[src/rtl/mtr_drv.sv]
// Two-sided H-bridge PWM stage: latches signed speed commands at PWM period boundaries and
// inserts one fully-dead period on each direction reversal. Optional macro: SLEW_LIMIT_EN.
module mtr_drv #(
    parameter int PWM_W     = 11,
    parameter int SLEW_STEP = 64
) (
    input  logic        clk,
    input  logic        rst_n,
    input  logic        en,
    input  logic [11:0] lft_spd,
    input  logic [11:0] rght_spd,
    output logic        PWM_lft_fwd,
    output logic        PWM_lft_rev,
    output logic        PWM_rght_fwd,
    output logic        PWM_rght_rev,
    output logic        period_done
);

    typedef enum logic [1:0] {
        FWD    = 2'd0,
        REV    = 2'd1,
        DEAD_F = 2'd2,
        DEAD_R = 2'd3
    } side_state_e;

    localparam int CMP_W = (PWM_W > 11) ? PWM_W : 11;

    logic [PWM_W-1:0]   cnt_q, cnt_d;
    logic               boundary;
    side_state_e        state_q [2];
    side_state_e        state_d [2];
    logic signed [11:0] spd_q [2];
    logic signed [11:0] spd_d [2];
    logic signed [11:0] cmd [2];
    logic [1:0]         fwd_q, fwd_d, rev_q, rev_d;

    // -2048 has no positive 12-bit counterpart, so it saturates to the largest duty.
    function automatic logic [10:0] mag_of(input logic signed [11:0] s);
        if (s == 12'sh800) mag_of = 11'h7FF;
        else if (s[11])    mag_of = 11'(-s);
        else               mag_of = s[10:0];
    endfunction

    function automatic logic signed [11:0] slew(input logic signed [11:0] cur,
                                                input logic signed [11:0] tgt);
        logic signed [12:0] diff, step, nxt;
        step = 13'(SLEW_STEP);
        diff = {tgt[11], tgt} - {cur[11], cur};
        if (diff > step)       nxt = {cur[11], cur} + step;
        else if (diff < -step) nxt = {cur[11], cur} - step;
        else                   nxt = {tgt[11], tgt};
        if (nxt > 13'sd2047)       slew = 12'sh7FF;
        else if (nxt < -13'sd2048) slew = 12'sh800;
        else                       slew = nxt[11:0];
    endfunction

    assign cmd[0]      = lft_spd;
    assign cmd[1]      = rght_spd;
    assign boundary    = &cnt_q;
    assign period_done = boundary;

    // Outputs are registered from the next-state values so cycle cnt=c shows (c < mag).
    always_comb begin
        cnt_d = cnt_q + 1'b1;
        fwd_d = '0;
        rev_d = '0;
        for (int i = 0; i < 2; i++) begin
            spd_d[i]   = spd_q[i];
            state_d[i] = state_q[i];
            if (!en) begin
                spd_d[i]   = '0;
                state_d[i] = FWD;
            end else if (boundary) begin
`ifdef SLEW_LIMIT_EN
                spd_d[i] = slew(spd_q[i], cmd[i]);
`else
                spd_d[i] = cmd[i];
`endif
                unique case (state_q[i])
                    FWD:    if (spd_d[i][11]) state_d[i] = DEAD_R;
                    REV:    if (!spd_d[i][11] && (spd_d[i] != '0)) state_d[i] = DEAD_F;
                    DEAD_F: state_d[i] = spd_d[i][11] ? REV : FWD;
                    DEAD_R: state_d[i] = (!spd_d[i][11] && (spd_d[i] != '0)) ? FWD : REV;
                    default: state_d[i] = FWD;
                endcase
            end
            fwd_d[i] = en && (state_d[i] == FWD) &&
                       (CMP_W'(cnt_d) < CMP_W'(mag_of(spd_d[i])));
            rev_d[i] = en && (state_d[i] == REV) &&
                       (CMP_W'(cnt_d) < CMP_W'(mag_of(spd_d[i])));
        end
    end

    always_ff @(posedge clk or negedge rst_n) begin
        if (!rst_n) begin
            cnt_q <= '0;
            fwd_q <= '0;
            rev_q <= '0;
            for (int i = 0; i < 2; i++) begin
                spd_q[i]   <= '0;
                state_q[i] <= FWD;
            end
        end else begin
            cnt_q <= cnt_d;
            fwd_q <= fwd_d;
            rev_q <= rev_d;
            for (int i = 0; i < 2; i++) begin
                spd_q[i]   <= spd_d[i];
                state_q[i] <= state_d[i];
            end
        end
    end

    assign PWM_lft_fwd  = fwd_q[0];
    assign PWM_lft_rev  = rev_q[0];
    assign PWM_rght_fwd = fwd_q[1];
    assign PWM_rght_rev = rev_q[1];

endmodule

[config.mk]
export PLATFORM = sky130hd
export DESIGN_NAME = mtr_drv
export DESIGN_NICKNAME = d
export VERILOG_FILES = /design/src/rtl/mtr_drv.sv
export SDC_FILE = /design/constraint.sdc
export NUM_CORES = 1
export LEC_CHECK = 0
export BUFFER_PORTS_ARGS = -buffer_cell sky130_fd_sc_hd__clkbuf_2
export CAP_MARGIN = 10
export CORE_MARGIN = 2
export CORE_UTILIZATION = 30
export DETAILED_ROUTE_END_ITERATION = 8
export PLACE_DENSITY = 0.52
export SLEW_MARGIN = 20
export SYNTH_ARGS = -nofsm -noshare
export SYNTH_HDL_FRONTEND = slang
export SYNTH_SLANG_ARGS = --single-unit
[constraint.sdc]
create_clock -name clk -period 9.91 [get_ports clk]
set_clock_uncertainty 0.15 [all_clocks]
set_input_delay 1.982 -clock clk [delete_from_list [all_inputs] [get_ports clk]]
set_output_delay 1.982 -clock clk [all_outputs]
set_load 0.02 [all_outputs]
==> results.json <==
{
  "dp.cells": 502,
  "synth_flop_cell": "dfrtp_1",
  "instances_no_fill": 510,
  "yosysWarningCount": 0,
  "clkSinkCount": 43,
  "syn-cell-area_mm2": 0.003202,
  "place.gp.congestion": 0.8736,
  "critPathBufInv": 3,
  "finalMaxSlewViolations": 0,
  "startpoint_type": "primary input",
  "power.ir.vdd_worst_mv": 0.05160,
  "grt_max_degree": 44,
  "antenna_violating_nets_post_route": 0,
  "cts_repair_resize_count": 0,
  "max-slew-margin-rel_pct": 32.89,
  "worst_r2r_end": "fwd_q[0]",
  "max_freq_mhz": 186.2,
  "timing_worst_slew_pin_value_ps": 978.7,
  "final_util_pct": 34.72,
  "die_h_um": 107.3,
  "layout-drive-gt1-share_pct": 16.04,
  "drt-wirelength-per-cell_um": 17.21,
  "n_diodes": 0,
  "dieWidth_um": 107.3,
  "io_buffer_count": 31,
  "synthesis.nets": 399,
  "max_cap_violations": 0,
  "worstSetupEndpointType": "flip-flop",
  "clkLatencyLatePin_ps": 310,
  "post_synth_main_area_contributors": "dfrtp_1 (34%), ha_1 (9.0%), xnor2_1 (4.9%), nor2_1 (4.7%), mux2i_1 (3.8%)",
  "htree_num_levels": 2,
  "grt_pass1_wl_mm": 14.34,
  "vias": 2725,
  "syn-instance-count": 349,
  "worst_path_max_fanout": 19,
  "crit_required_ps": 9980,
  "remaining_drc_errors": 0,
  "cts_clk_pin_slew_worst_paths_ps": 80,
  "crit_slowest_cell": "inv_1",
  "antenna_violations_before_repair": 0,
  "run_status": "complete, no violations",
  "power-per-cell-area_mw_per_mm2": 100.8,
  "p_leak_nw": 1.614,
  "timing.reg2reg.setup_slack_ps": 5160,
  "netlist-cell-type-count": 58,
  "finalSetupViolCount": 0,
  "cts_root_buf": "clkbuf_8",
  "slowest_delay_ps": 440,
  "hold-path-cell-count": 1,
  "flow.area_growth_from_synthesis_pct": 11.96,
  "hold-path-endpoint": "cnt_q[0]",
  "synth_area_per_cell_um2": 9.174,
  "firstDrtPassIters": 5,
  "async_flop_share_pct": 100.0,
  "ys_seq_elements": 43,
  "groute.usage.overall_pct": 15.70,
  "dp_hpwl_mm": 6.703,
  "drt_first_iter_violations": 137,
  "hold_violations": 0,
  "timing.critical_path.max_delay_family": "compound AO/OA/AOI/OAI gates",
  "core_mm2": 0.01032,
  "overflow_left_after_global_routing": 0,
  "synth_edf_count": 0,
  "min_period_over_period_pct": 54.19,
  "fraction_of_the_yosys_area_taken_by_sequential_cells_pct": 33.61,
  "setup-tns-final_ps": 0,
  "crit_arrival_ps": 5440,
  "cts_max_path_buffers": 2,
  "cts_tree": "built",
  "vias_in_the_first_global_route": 2754,
  "power.total_mw": 0.3614,
  "layout_min_cycle_time_ps": 5370,
  "wirelength_mm": 8.778,
  "cts_setup_buffers": 0,
  "hold_path_class": "flip-flop to flip-flop",
  "min_from": "cnt_q[0]",
  "synth_area_leader_cell": "dfrtp_1",
  "synth_top_cells_by_count": "dfrtp_1 (43), nor2_1 (40), nand2_1 (26), a21oi_1 (23), ha_1 (23)",
  "post_drt_via_cell_ratio": 5.343,
  "grt_setup_unrepaired": "false",
  "io-pin-count": 32,
  "post-synth-top-area-fraction_pct": 33.61,
  "worstSetupPathType": "primary input to flip-flop",
  "crit_top_cell": "a21o_1",
  "worst_r2r_startpoint": "cnt_q[0]",
  "tritoncts.num_buffers": 5,
  "timing.reg2reg.worst_path_depth": 17,
  "worstPathCellList": "clkbuf_2, inv_1, buf_4, a21o_1, ha_1, o31ai_1, a211oi_1, and2_1, a21oi_1, ha_1, a21o_1, a21o_1, a21oi_1, o2111a_1, nand2_1, nor3b_1",
  "initial_core_utilization_pct": 31.01,
  "dieArea_mm2": 0.01152,
  "ctsHoldBuffers": 0,
  "nNetsFinal": 423,
  "synthMostInstantiatedCell": "dfrtp_1",
  "rows": 37
}
==> layer usage <==
metal | up-vias | share of wire, % | global-route usage (%)
met5 | - | 0 | 0
met4 | 0 | 1.4 | 4.360
met3 | 9 | 3.6 | 1.634
met2 | 56 | 47 | 25.68
met1 | 1325 | 48 | 21.96
li1 | 1335 | - | -
==> flip-flops by register name (all words and copies together), names as in the netlist <==
| register | count |
|---|---|
| spd_q | 24 |
| cnt_q | 11 |
| rev_q | 2 |
| fwd_q | 2 |
| state_q | 4 |
==> layout make-up <==
| cell class | count | area, um2 |
|---|---|---|
| fill | 1059 | 6739 |
| tap | 136 | 170.2 |
| clock buffer | 6 | 72.57 |
| inverter | 10 | 37.54 |
| multi-input combinational | 279 | 1991 |
| sequential | 43 | 1076 |
| timing repair buffer | 34 | 177.7 |
| clock inverter | 2 | 60.06 |
==> power by group <==
part	switching [mW]	internal [mW]	total, mW
sequential	0.000000000000000149	0.175	0.175
combinational	0.0133	0.00621	0.0195
clock	0.0657	0.101	0.167
==> cells in the final DEF (no fill, tap or decap), drive strengths merged, types with 3 or more instances in the layout <==
master  count
buf         3
o21ai       9
inv        10
nor2       40
and2        4
nand2      26
nor2b       3
nor4b       3
nand4      15
and3        3
xnor2      18
nand3       8
a21oi      23
a21o        7
o31ai       6
clkbuf     37
a211oi      6
mux2        9
mux2i      13
nor3       20
xor2        7
nor4        6
ha         23
dfrtp      43
==> cell families (layout without fill, tap and decap cells) <==
group	Yosys count	after routing	synth area share [%]
AND/OR/NAND/NOR	135	135	21.96
AO/OA/AOI/OAI	74	74	16.57
flip-flops	43	43	33.61
buffers and inverters	27	52	4.221
XOR/XNOR	25	25	6.839
adder cells (fa/ha/maj)	23	23	8.988
multiplexers	22	22	7.816
==> worst max-delay path by stage <==
stage | depth (start not counted) | slack, ps | to | from
after floorplan | 16 | 4830 | fwd_q[0] | en
after global placement | 16 | 4420 | fwd_q[1] | en
after detailed placement | 16 | 4290 | fwd_q[1] | en
after CTS | 16 | 4590 | fwd_q[1] | en
after global routing | 16 | 4160 | fwd_q[1] | en
final | 16 | 4540 | fwd_q[1] | en
==> worst register-to-register path, stage by stage (launching register included) <==
cell and delay [ps]:
dfrtp_1 400, ha_1 270, nand3_1 310, or4_4 780, mux2i_1 270, nor2_1 80
inv_1 80, ha_1 170, o211ai_2 170, nor4_4 530, nor2_1 160, ha_1 320
a21o_1 180, a211oi_1 220, o21ai_0 110, o2111ai_1 110, o2111ai_1 210, nor2_1 160
==> per-stage QoR <==
step	instance area (um2)	hold slack, ps	worst slack, ps
global placement	3452	411.4	4423
detailed placement	3452	399.9	4287
finish	3585	404.3	4540
floorplan	3202	311.0	4830
CTS	3585	414.9	4591
global route	3585	436.2	4157
Power figures use the tool's default switching activity.
